--- config.mk ---
export PLATFORM = sky130hd
export DESIGN_NAME = clk_div_ctrl
export DESIGN_NICKNAME = d
export VERILOG_FILES = /design/src/rtl/clk_div_ctrl.sv
export SDC_FILE = /design/constraint.sdc
export NUM_CORES = 1
export LEC_CHECK = 0
export ABC_AREA = 0
export ABC_CLOCK_PERIOD_IN_PS = 8100
export CAP_MARGIN = 10
export CORE_MARGIN = 2
export CORE_UTILIZATION = 56
export DETAILED_ROUTE_END_ITERATION = 8
export GPL_TIMING_DRIVEN = 0
export PLACE_DENSITY = 0.85
export SLEW_MARGIN = 20
export SYNTH_ARGS = -nofsm -noshare
export SYNTH_HDL_FRONTEND = slang
export SYNTH_SLANG_ARGS = --single-unit
--- constraint.sdc ---
create_clock -name clk_in -period 8.1 [get_ports clk_in]
set_input_delay 1.215 -clock clk_in [delete_from_list [all_inputs] [get_ports clk_in]]
set_output_delay 1.215 -clock clk_in [all_outputs]
set_load 0.005 [all_outputs]
--- src/rtl/clk_div_ctrl.sv ---
// clk_div_ctrl: two independent glitch-free programmable clock dividers (write/read)
// sharing one ratio-update handshake; changes and stops land only on falling toggles.
module clk_div_ctrl #(
  parameter int CNT_W     = 16,
  parameter int W_DIV_RST = 12,
  parameter int R_DIV_RST = 20
) (
  input  logic             clk_in,
  input  logic             rst_n,
  input  logic             run_w,
  input  logic             run_r,
  input  logic             cfg_valid,
  output logic             cfg_ready,
  input  logic             cfg_sel,
  input  logic [CNT_W-1:0] cfg_div,
  output logic             cfg_done,
  output logic             w_clk,
  output logic             r_clk,
  output logic             w_active,
  output logic             r_active
);
  typedef enum logic {IDLE, RUN} state_t;
  state_t           r_st     [2];
  state_t           w_st_nx  [2];
  logic [CNT_W-1:0] r_cnt    [2];
  logic [CNT_W-1:0] r_div    [2];
  logic [CNT_W-1:0] w_cnt_nx [2];
  logic [CNT_W-1:0] w_h      [2];
  logic             r_ck     [2];
  logic             w_ck_nx  [2];
  logic             w_tog    [2];
  logic             w_apply  [2];
  logic             w_run    [2];
  logic             r_pend;
  logic             r_sel;
  logic             r_done;
  logic [CNT_W-1:0] r_div_new;

  always_comb begin
    w_run[0] = run_w;
    w_run[1] = run_r;
    for (int i = 0; i < 2; i++) begin
      w_h[i]     = (r_div[i] == '0) ? CNT_W'(1) : r_div[i];
      w_tog[i]   = (r_st[i] == RUN) && (r_cnt[i] == w_h[i] - CNT_W'(1));
      // a new ratio lands while stopped or at the end of a high phase, never mid-phase
      w_apply[i] = r_pend && (r_sel == 1'(i)) && ((r_st[i] == IDLE) || (w_tog[i] && r_ck[i]));
    end
  end

  always_comb begin
    for (int i = 0; i < 2; i++) begin
      w_st_nx[i]  = (r_st[i] == IDLE) ? (w_run[i] ? RUN : IDLE)
                                      : ((w_tog[i] && r_ck[i] && !w_run[i]) ? IDLE : RUN);
      w_cnt_nx[i] = ((r_st[i] == IDLE) || w_tog[i]) ? '0 : r_cnt[i] + CNT_W'(1);
      w_ck_nx[i]  = (r_st[i] == RUN) && (w_tog[i] ? !r_ck[i] : r_ck[i]);
    end
  end

  always_ff @(posedge clk_in or negedge rst_n) begin
    if (!rst_n) begin
      for (int i = 0; i < 2; i++) begin
        r_st[i]  <= IDLE;
        r_cnt[i] <= '0;
        r_ck[i]  <= 1'b0;
      end
      r_div[0]  <= CNT_W'(W_DIV_RST);
      r_div[1]  <= CNT_W'(R_DIV_RST);
      r_pend    <= 1'b0;
      r_sel     <= 1'b0;
      r_div_new <= '0;
      r_done    <= 1'b0;
    end else begin
      for (int i = 0; i < 2; i++) begin
        r_st[i]  <= w_st_nx[i];
        r_cnt[i] <= w_cnt_nx[i];
        r_ck[i]  <= w_ck_nx[i];
        if (w_apply[i]) r_div[i] <= r_div_new;
      end
      r_done <= w_apply[0] || w_apply[1];
      if (cfg_valid && !r_pend) begin
        r_pend    <= 1'b1;
        r_sel     <= cfg_sel;
        r_div_new <= cfg_div;
      end else if (w_apply[0] || w_apply[1]) begin
        r_pend <= 1'b0;
      end
    end
  end

  always_comb begin
    w_clk     = r_ck[0];
    r_clk     = r_ck[1];
    w_active  = (r_st[0] == RUN);
    r_active  = (r_st[1] == RUN);
    cfg_ready = !r_pend;
    cfg_done  = r_done;
  end
endmodule

==> metrics.yaml, run 1 <==
run_status: "completed"
max_freq_mhz: 190
fp.dieW_um: 98.1
slew-limit-headroom: 0.488
placedCellCount: 626
syn_area_per_cell_um2: 10.1
post_cts_resized: 0
num_vias: 3808
design_area_um2: 5590
final.setup_skew_ns: 0.0103
synth.cell_area_um2: 4960
synthTopCellsByArea: "sky130_fd_sc_hd__dfrtp_1 (42%), sky130_fd_sc_hd__mux2_2 (11%), sky130_fd_sc_hd__xnor2_1 (6.7%)"
number_of_antenna_violations_at_the_first_check_in_global_routing: 0
finalSetupViolations: 0
cpMostUsedCell: "sky130_fd_sc_hd__ha_1"
detailed_place.area_um2: 5390
synthDominantAreaCellType: "sky130_fd_sc_hd__dfrtp_1"
drv.max_cap_violation_count: 0
globalRouteOverflowTotal: 0
cts.path.max_buffers: 2
die-height_um: 98.1
starting_density_of_the_core: 0.574
first_global_vias: 4044
power_density_nw_per_um2: 264
boundaryPins: 28
design.core.area_um2: 8640
worst_setup_path_end_kind: "flip-flop"
dominantRegCellSynth: "sky130_fd_sc_hd__dfrtp_1"
cts.repair_timing.setup_buffer_count: 0
path_cells: "nor2_1, and2_2, a31oi_1, ha_1, or3b_1, or4_1, o32ai_1, o22ai_1, nor4_2, and3_1, ha_1, nand2b_1, nor3b_1, clkbuf_1, buf_1, mux2_2"
crit_path_max_fanout: 10
n_antenna_cell: 0
die_area_um2: 9620
core.rowCount: 34
regToRegSetupSlack_ns: 2.84
post-route-min-period_ns: 5.26
synthCells: 490
fin_tns_setup_ns: 0
clk_latency_ns: 0.37
yosys_warnings: 0
cts_inserted_buffers: 9
final_layout_size_suffix_gt1_frac: 0.163
detailedRoute.firstIterationViolations: 191
synth_cell_type_count: 60
ctsHtreeMaxLevel: 3
min_period_over_period: 0.650
mappedNetlistNets: 518
detail_route.vias_per_cell: 5.93
largest_registers: "r_cnt: 32 flops, r_div: 32 flops, r_div_new: 16 flops"
cts.clk_slew.worst_paths_ns: 0.09
unrepaired_setup_endpoints_after_global_routing: "false"
worst_hold_path_type: "reg2reg"
dr.pass1.iters: 5
slew_violations: 0
area_growth_syn_to_layout_pct: 12.8
post_layout_nonfiller_instances: 642
dpl.hpwl_um: 7760
post_detailed_route_drc_marker_count: 0
routed_wl_um: 10800
post_cts_hold_buffer_count: 0
numPortBuffers: 27
placer_s_final_routability_congestion_estimate: 0.848
critical_path.startpoint_type: "flip-flop"
cp_slowest_cell: "sky130_fd_sc_hd__nor4_2"
most-common-layout-cells: "sky130_fd_sc_hd__dfrtp_1 (83), sky130_fd_sc_hd__nand2_1 (51), sky130_fd_sc_hd__mux2_2 (48), sky130_fd_sc_hd__xnor2_1 (38), sky130_fd_sc_hd__a21oi_1 (36)"
groute.usage.overall: 0.237
hold_viol: 0
synth_enable_flop_cells: 0
fin_nets: 557
first_pass_grt_wire_length_um: 18500
cp_data_required_time_ns: 8.36
seq_area_frac_synth: 0.440
worst_ep_arrival_time_ns: 5.52
cts.sink_count: 87
worst_path_largest_cell_delay_ns: 0.55
wire_per_inst_um: 16.9
p_leak_nw: 2.42
cts_tree: "built"
layout.filler_cells: 655
postRouteAntennaNets: 0
ir_drop_uv: 189
asyncSetResetFlopFracSynth: 1.00
max_slew.worst_pin.slew_ns: 0.764
layout.cells.most_common: "sky130_fd_sc_hd__dfrtp_1"
grt_start_max_net_pins: 57
clk_root_buffer_cell: "sky130_fd_sc_hd__clkbuf_8"
post-synth-top-area-fraction: 0.419
postSynthRegisterBits: 87
critPathKind: "reg2reg"
-- through the flow --
step,hold WS [ns],utilization,setup WS (ns),power [mW]
after detailed placement,0.522,0.624,2.88,1.15
after global placement,0.492,0.621,2.82,1.12
after floorplan,0.462,-,3.75,1.01
after CTS,0.539,0.648,2.85,1.48
final,0.542,0.648,2.84,1.48
after global routing,0.575,0.648,2.48,1.57
-- power by group --
part | switching [mW] | total [mW] | leakage [nW] | internal (mW)
logic | 0.261 | 0.503 | 1.22 | 0.242
registers | 0.116 | 0.654 | 1.10 | 0.538
clock network | 0.166 | 0.320 | 0.101 | 0.154
-- cells in the mapped netlist, types with 8 or more instances --
master	count
sky130_fd_sc_hd__nand2b_1	9
sky130_fd_sc_hd__nor2_1	20
sky130_fd_sc_hd__nand2_1	51
sky130_fd_sc_hd__nand3_1	19
sky130_fd_sc_hd__o21ai_0	9
sky130_fd_sc_hd__and3_1	8
sky130_fd_sc_hd__mux2_2	48
sky130_fd_sc_hd__inv_1	10
sky130_fd_sc_hd__nor3_1	14
sky130_fd_sc_hd__xor2_1	21
sky130_fd_sc_hd__dfrtp_1	83
sky130_fd_sc_hd__nand4_1	9
sky130_fd_sc_hd__a21oi_1	36
sky130_fd_sc_hd__xnor2_1	38
sky130_fd_sc_hd__clkbuf_1	17
-- layout make-up --
type / instances / area, µm² / share of cell area
sequential: 87 / 2180 / 0.390
timing repair buffer: 28 / 295 / 0.0528
inverter: 10 / 37.5 / 0.00671
clock inverter: 5 / 63.8 / 0.0114
multi-input combinational: 368 / 2630 / 0.470
tap: 108 / 135 / 0.0242
buffer: 25 / 109 / 0.0195
clock buffer: 11 / 141 / 0.0253
-- critical path, delay by kind of cell, from the launching register on --
family	cells	cell delay, ns
AND/OR/NAND/NOR	8	2.50
buffers and inverters	2	0.89
multiplexers	1	0.39
adder cells (fa/ha/maj)	2	0.37
flip-flops	1	0.44
AO/OA/AOI/OAI	3	0.56
-- kinds of logic (layout without fill, tap and decap cells) --
family,Yosys count,count (layout),share of synthesized area
multiplexers,50,50,0.113
buffers and inverters,35,79,0.0295
AO/OA/AOI/OAI,77,77,0.102
XOR/XNOR,59,59,0.104
flip-flops,87,87,0.440
AND/OR/NAND/NOR,176,176,0.196
adder cells (fa/ha/maj),6,6,0.0151
-- layer usage --
metal,up-vias,wire length (µm),part of all wire,track usage
met5,-,0,0,0
met4,0,281,0.026,0.0951
met3,30,407,0.038,0.0494
met2,92,5490,0.51,0.413
met1,1866,4670,0.43,0.287
li1,1820,-,-,-
-- worst paths after layout --
check	from	endpoint	cells past startpoint
min reg2reg	r_div_new[6]	r_div_new[6]	1
min in group asynchronous	rst_n	r_cnt[18]	1
max in group asynchronous	rst_n	r_div[2]	2
max	r_div[20]	r_div[30]	16
min	r_div_new[6]	r_div_new[6]	1
max reg2reg	r_div[20]	r_div[30]	16
Note: power is estimated with default switching activity, not from simulation.
==> inputs of run 2 (changes only) <==
--- a/config.mk
+++ b/config.mk
@@ -6,7 +6,7 @@
 export NUM_CORES = 1
 export LEC_CHECK = 0
 export ABC_AREA = 0
-export ABC_CLOCK_PERIOD_IN_PS = 8100
+export ABC_CLOCK_PERIOD_IN_PS = 5300
 export CAP_MARGIN = 10
 export CORE_MARGIN = 2
 export CORE_UTILIZATION = 56
==> constraint.sdc (replaced) <==
create_clock -name clk_in -period 5.3 [get_ports clk_in]
set_input_delay 0.795 -clock clk_in [delete_from_list [all_inputs] [get_ports clk_in]]
set_output_delay 0.795 -clock clk_in [all_outputs]
set_load 0.005 [all_outputs]
==> run 2 against run 1 <==
Sequential share of layout area is 0.052 points lower. Clock skew hardly changed. Clock-buffer cell count stayed put. Worst hold slack worse by 0.18 ns. Routed wire length is 0.82% lower. Critical path depth stayed put. Cell count is 0.16% lower. Highest routed layer unchanged.
==> metrics.yaml, run 2 (same netlist as run 1, synthesis figures left out) <==
run_status: "completed"
worst_ep_arrival_time_ns: 5.20  # -0.32 ns
fp.dieW_um: 98.1  # unchanged
final.setup_skew_ns: 0.0108  # +0.000422 ns
cts_tree: "built"
globalRouteOverflowTotal: 0  # unchanged
cts.path.max_buffers: 2  # unchanged
most-common-layout-cells: "sky130_fd_sc_hd__dfrtp_1 (83), sky130_fd_sc_hd__nand2_1 (51), sky130_fd_sc_hd__mux2_2 (48), sky130_fd_sc_hd__xnor2_1 (38), sky130_fd_sc_hd__a21oi_1 (36)"
post_detailed_route_drc_marker_count: 0  # unchanged
design_area_um2: 5600  # +0.13%
detail_route.vias_per_cell: 5.96  # +0.47%
critical_path.startpoint_type: "flip-flop"
groute.layer.met1.usage: 0.287  # unchanged
boundaryPins: 28  # unchanged
unrepaired_setup_endpoints_after_global_routing: "false"
grt_start_max_net_pins: 57  # unchanged
crit_path_max_fanout: 10  # unchanged
cts.repair_timing.setup_buffer_count: 0  # unchanged
critPathKind: "reg2reg"
power_density_nw_per_um2: 403  # +53%
dpl.hpwl_um: 7760  # unchanged
clk_latency_ns: 0.37  # about the same
area_growth_syn_to_layout_pct: 13.0
routed_wl_um: 10800  # -0.82%
gr-max-usage-layer: "met2"
postRouteAntennaNets: 0  # unchanged
ir_drop_uv: 288  # +53%
slew_violations: 0  # unchanged
starting_density_of_the_core: 0.574  # unchanged
finalSetupViolations: 0  # unchanged
fin_tns_setup_ns: 0  # unchanged
final_critical_path_setup_slack_ns: 0.360  # -2.48 ns
post_cts_resized: 0  # unchanged
detailed_place.area_um2: 5390  # unchanged
hold_viol: 0  # unchanged
placedCellCount: 626  # unchanged
internal_power_mw: 1.43  # +53%
combinationalPowerShare: 0.343  # +0.003
cts_inserted_buffers: 9  # unchanged
fin_worst_hold_slack_ns: 0.359  # -0.182 ns
detailedRoute.firstIterationViolations: 197  # +3.1%
switching_power_mw: 0.832  # +53%
core.rowCount: 34  # unchanged
cts.sink_count: 87  # unchanged
die-height_um: 98.1  # unchanged
layout.cells.most_common: "sky130_fd_sc_hd__dfrtp_1"
worst_setup_path_end_kind: "flip-flop"
groute.usage.overall: 0.237  # unchanged
p_leak_nw: 2.43  # +0.38%
grt.met3_usage: 0.0494  # unchanged
wire_per_inst_um: 16.8  # -0.67%
max_freq_mhz: 202  # +6.5%
global_route.usage.met2: 0.413  # unchanged
drv.max_cap_violation_count: 0  # unchanged
post-route-min-period_ns: 4.94  # -0.323 ns
min_period_over_period: 0.932  # +0.282
clk_root_buffer_cell: "sky130_fd_sc_hd__clkbuf_8"
cts.clk_slew.worst_paths_ns: 0.09  # about the same
post_layout_nonfiller_instances: 641  # -0.16%
seq_power_share: 0.442  # about the same
first_pass_grt_wire_length_um: 18500  # unchanged
post_cts_hold_buffer_count: 0  # unchanged
worst_hold_path_type: "in2async"
n_antenna_cell: 0  # unchanged
number_of_antenna_violations_at_the_first_check_in_global_routing: 0  # unchanged
design.core.area_um2: 8640  # unchanged
fin_nets: 556  # -0.18%
numPortBuffers: 27  # unchanged
num_vias: 3820  # +0.32%
final_layout_size_suffix_gt1_frac: 0.167  # +0.00406
ctsHtreeMaxLevel: 3  # unchanged
largest_registers: "r_cnt: 32 flops, r_div: 32 flops, r_div_new: 16 flops"
die_area_um2: 9620  # unchanged
postLayoutCoreUtil: 0.649  # +0.000870
first_global_vias: 4044  # unchanged
fin_total_pwr_mw: 2.26  # +53%
power.share.switching: 0.368  # +0.000438
max_slew.worst_pin.slew_ns: 0.760  # -0.00364 ns
placer_s_final_routability_congestion_estimate: 0.848  # unchanged
pre_cts_ws_ns: 0.0834  # -2.80 ns
portion_of_total_power_attributed_to_the_clock_network: 0.215  # -0.002
slew-limit-headroom: 0.491  # +0.00244
dr.pass1.iters: 4  # -1
cp_data_required_time_ns: 5.56  # -2.80 ns
run 2: cell count changes in the layout (fill, tap and decap cells not counted):
| cell | previous run | this run |
|---|---|---|
| sky130_fd_sc_hd__clkbuf_1 | 18 | 17 |
| sky130_fd_sc_hd__nor4_2 | 3 | 2 |
| sky130_fd_sc_hd__nor4_4 | 2 | 3 |
| sky130_fd_sc_hd__clkbuf_2 | 0 | 2 |
| sky130_fd_sc_hd__buf_1 | 3 | 1 |
run 2: routing by layer:
metal  share of wire  up-vias
met5               0        -
met4           0.022        0
li1                -     1823
met1            0.43     1880
met2            0.51       93
met3           0.037       24
run 2: area by class of cell:
cell class	instances	area (µm²)
fill	654	3030
multi-input combinational	368	2640
sequential	87	2180
timing repair buffer	28	295
clock buffer	11	141
tap	108	135
buffer	24	108
clock inverter	5	63.8
inverter	10	37.5
run 2: power by group through the flow:
stage	logic, mW	registers [mW]	clock network, mW
after floorplan	0.593	0.949	0
after global placement	0.716	0.998	0
after detailed placement	0.755	1.01	0
after CTS	0.764	0.995	0.495
after global routing	0.866	1.02	0.522
final	0.774	0.999	0.487
run 2: worst max-delay path, cell delays in order, from the launching register on:
cell and delay, ns:
sky130_fd_sc_hd__dfrtp_1 0.53, sky130_fd_sc_hd__nor4_4 0.13, sky130_fd_sc_hd__and2_2 0.22, sky130_fd_sc_hd__a31oi_1 0.24, sky130_fd_sc_hd__ha_1 0.24, sky130_fd_sc_hd__or3b_1 0.49
sky130_fd_sc_hd__or4_1 0.47, sky130_fd_sc_hd__o32ai_1 0.16, sky130_fd_sc_hd__o22ai_1 0.18, sky130_fd_sc_hd__nor4_4 0.38, sky130_fd_sc_hd__and3_1 0.22, sky130_fd_sc_hd__ha_1 0.13
sky130_fd_sc_hd__nand2b_1 0.12, sky130_fd_sc_hd__nor3b_1 0.18, sky130_fd_sc_hd__clkbuf_1 0.45, sky130_fd_sc_hd__clkbuf_2 0.35, sky130_fd_sc_hd__mux2_2 0.37
run 2: worst paths after layout:
path	start	end	slack (ns)	cells after the start
worst max-delay path	r_div[22]	r_div[30]	0.36	16
worst min-delay path	rst_n	r_cnt[18]	0.36	1
worst max register to register	r_div[22]	r_div[30]	0.36	16
worst min register to register	r_div_new[6]	r_div_new[6]	0.54	1
max in group asynchronous	rst_n	r_div[2]	4.29	2
min in group clk_in	r_div_new[6]	r_div_new[6]	0.54	1
==> inputs of run 3 (changes only) <==
--- a/config.mk
+++ b/config.mk
@@ -8,11 +8,13 @@
 export ABC_AREA = 0
 export ABC_CLOCK_PERIOD_IN_PS = 5300
 export CAP_MARGIN = 10
+export CORE_ASPECT_RATIO = 1.25
 export CORE_MARGIN = 2
 export CORE_UTILIZATION = 56
 export DETAILED_ROUTE_END_ITERATION = 8
+export DONT_BUFFER_PORTS = 1
 export GPL_TIMING_DRIVEN = 0
-export PLACE_DENSITY = 0.85
+export PLACE_DENSITY = 0.81
 export SLEW_MARGIN = 20
 export SYNTH_ARGS = -nofsm -noshare
 export SYNTH_HDL_FRONTEND = slang
==> run 3 against run 2 <==
First-iteration DRC count is 32% lower. Sequential power down 0.4%. Sequential cell count did not move. Clock-buffer cell count did not move. Combinational power shrank 8.0%. Critical path depth unchanged. Sequential share of layout area increased by 2.1 points. Non-clock buffer count down 27. Critical endpoint is now r_div[16]. Cell count shrank 2.3%. Global-route usage fell by 0.66 points. Maximum frequency increased by 1.1%. Critical path type unchanged.
==> metrics.yaml, run 3 (same netlist as run 1, synthesis figures left out) <==
ir_drop_uv: 277  # -3.9%
first_pass_grt_wire_length_um: 17100  # -7.6%
count_of_cells_along_the_worst_register_to_register_path: 16  # unchanged
path_cells: "nor2_1, and2_2, a31oi_1, ha_1, or3b_1, or4_1, o32ai_1, o22ai_1, nor4_4, and3_1, ha_1, nand2b_1, nor3b_1, clkbuf_1, clkbuf_2, mux2_2"
postRouteAntennaNets: 0  # unchanged
dpl.hpwl_um: 7340  # -5.5%
grt_start_max_net_pins: 88  # +54%
starting_density_of_the_core: 0.573  # -0.00116
critical_path.startpoint_type: "flip-flop"
critPathKind: "reg2reg"
hold_viol: 0  # unchanged
groute.usage.overall: 0.230  # -0.00659
final_layout_size_suffix_gt1_frac: 0.176  # +0.00891
worst_setup_path_end_kind: "flip-flop"
cpMostUsedCell: "sky130_fd_sc_hd__ha_1"
slew_violations: 0  # unchanged
cts_tree: "built"
fin_tns_setup_ns: 0  # unchanged
largest_registers: "r_cnt: 32 flops, r_div: 32 flops, r_div_new: 16 flops"
cts_inserted_buffers: 9  # unchanged
timing.rr.end: "r_div[16]"
worst_path_largest_cell_delay_ns: 0.47  # -0.06 ns
dr.pass1.iters: 4  # unchanged
die-height_um: 109  # +11%
pre_cts_ws_ns: 0.105  # +0.0217 ns
ctsHtreeMaxLevel: 3  # unchanged
clk_latency_ns: 0.37  # about the same
drv.max_cap_violation_count: 0  # unchanged
p_leak_nw: 2.30  # -5.3%
unrepaired_setup_endpoints_after_global_routing: "false"
placer_s_final_routability_congestion_estimate: 0.900  # +6.0%
post_cts_hold_buffer_count: 0  # unchanged
numPortBuffers: 0  # -100%
most-common-layout-cells: "sky130_fd_sc_hd__dfrtp_1 (83), sky130_fd_sc_hd__nand2_1 (51), sky130_fd_sc_hd__mux2_2 (48), sky130_fd_sc_hd__xnor2_1 (38), sky130_fd_sc_hd__a21oi_1 (36)"
final.setup_skew_ns: 0.00961  # -0.00115 ns
cts.repair_timing.setup_buffer_count: 0  # unchanged
post_detailed_route_drc_marker_count: 0  # unchanged
cts.clk_slew.worst_paths_ns: 0.09  # about the same
cts.path.max_buffers: 2  # unchanged
n_antenna_cell: 0  # unchanged
layout.cells.most_common: "sky130_fd_sc_hd__dfrtp_1"
layout.filler_cells: 733  # +12%
core.rowCount: 38  # +12%
boundaryPins: 28  # unchanged
fin_total_pwr_mw: 2.14  # -5.2%
routed_wl_um: 10100  # -6.1%
max_slew.worst_pin.slew_ns: 0.740  # -0.0209 ns
design.core.area_um2: 8650  # +0.20%
worst_ep_arrival_time_ns: 5.14  # -0.06 ns
number_of_antenna_violations_at_the_first_check_in_global_routing: 2  # +2
cp_data_required_time_ns: 5.56  # about the same
final_critical_path_setup_slack_ns: 0.415  # +0.0554 ns
min_period_over_period: 0.922  # -0.0105
worst_hold_path_type: "in2async"
cts.sink_count: 87  # unchanged
crit_path_max_fanout: 10  # unchanged
detail_route.vias_per_cell: 5.77  # -3.1%
fin_nets: 529  # -4.9%
cp_slowest_cell: "sky130_fd_sc_hd__or3b_1"
regToRegSetupSlack_ns: 0.42  # +0.06 ns
power_density_nw_per_um2: 403  # about the same
globalRouteOverflowTotal: 0  # unchanged
clk_root_buffer_cell: "sky130_fd_sc_hd__clkbuf_8"
post-route-min-period_ns: 4.88  # -0.0554 ns
die_area_um2: 9630  # about the same
crit-reg2reg-launch: "r_div[20]"
max_freq_mhz: 205  # +1.1%
first_global_vias: 3682  # -9.0%
run_status: "completed"
wire_per_inst_um: 16.1  # -3.8%
num_vias: 3614  # -5.4%
detailedRoute.firstIterationViolations: 133  # -32%
slew-limit-headroom: 0.505  # +0.0140
fp.dieW_um: 88.2  # -10%
finalSetupViolations: 0  # unchanged
area_growth_syn_to_layout_pct: 7.07
## run 3: cell types whose count changed in the layout (fill, tap and decap cells not counted), moves of 2 or more
cell / change
sky130_fd_sc_hd__clkdlybuf4s50_1: -26
sky130_fd_sc_hd__clkinv_2: +2
sky130_fd_sc_hd__clkinvlp_4: +2
sky130_fd_sc_hd__inv_6: -2
## run 3: power by group
group          switching (mW)  internal [mW]
Clock                   0.240          0.194
Sequential              0.172          0.823
Combinational           0.370          0.342
Total                   0.782           1.36
## run 3: cell type report
cell class | instances | area (µm²) | area share
Buffer | 25 | 111 | 0.0210
Multi-Input combinational cell | 368 | 2640 | 0.498
Inverter | 10 | 37.5 | 0.00707
Sequential cell | 87 | 2180 | 0.411
Clock inverter | 5 | 32.5 | 0.00613
Tap cell | 120 | 150 | 0.0283
Clock buffer | 11 | 151 | 0.0285
## run 3: how the worst max path moves through the flow
stage | start | endpoint | slack (ns) | depth (start not counted)
2_1_floorplan | r_div[22] | r_div[16] | 0.95 | 16
6_report | r_div[20] | r_div[16] | 0.42 | 16
5_1_grt | r_div[20] | r_div[16] | 0.03 | 16
4_1_cts | r_div[20] | r_div[30] | 0.06 | 16
3_3_place_gp | r_div[22] | r_div[20] | 0.17 | 16
3_5_place_dp | r_div[22] | r_div[30] | 0.11 | 16
## run 3: timing repair
item	in CTS	in global routing
endpoints found under the setup margin	0	14
endpoints found under the hold margin	0	0
gates resized for setup	0	4
## run 3: per-stage QoR
step           instance area [µm²]  utilization  instances  hold slack (ns)
4_1_cts                       5290        0.612        626           0.0943
3_5_place_dp                  5110        0.590        610            0.499
3_3_place_gp                  5110        0.590        610            0.491
2_1_floorplan                 4960            -        490            0.462
5_1_grt                       5310        0.614        626           0.0914
6_report                      5310        0.614        626            0.108
## run 3: worst max-delay path: cells and delay by family, from the launching register on
kind / cells / cell delay (ns)
AND/OR/NAND/NOR: 8 / 2.23
buffers and inverters: 2 / 0.79
AO/OA/AOI/OAI: 3 / 0.56
flip-flops: 1 / 0.43
adder cells (fa/ha/maj): 2 / 0.39
multiplexers: 1 / 0.36
## run 3: metal layers
metal,share of wire,wire length [µm],global-route usage
met2,0.53,5310,0.405
met4,0.028,288,0.106
met1,0.41,4170,0.262
met5,0.0013,13,0
met3,0.032,323,0.0515
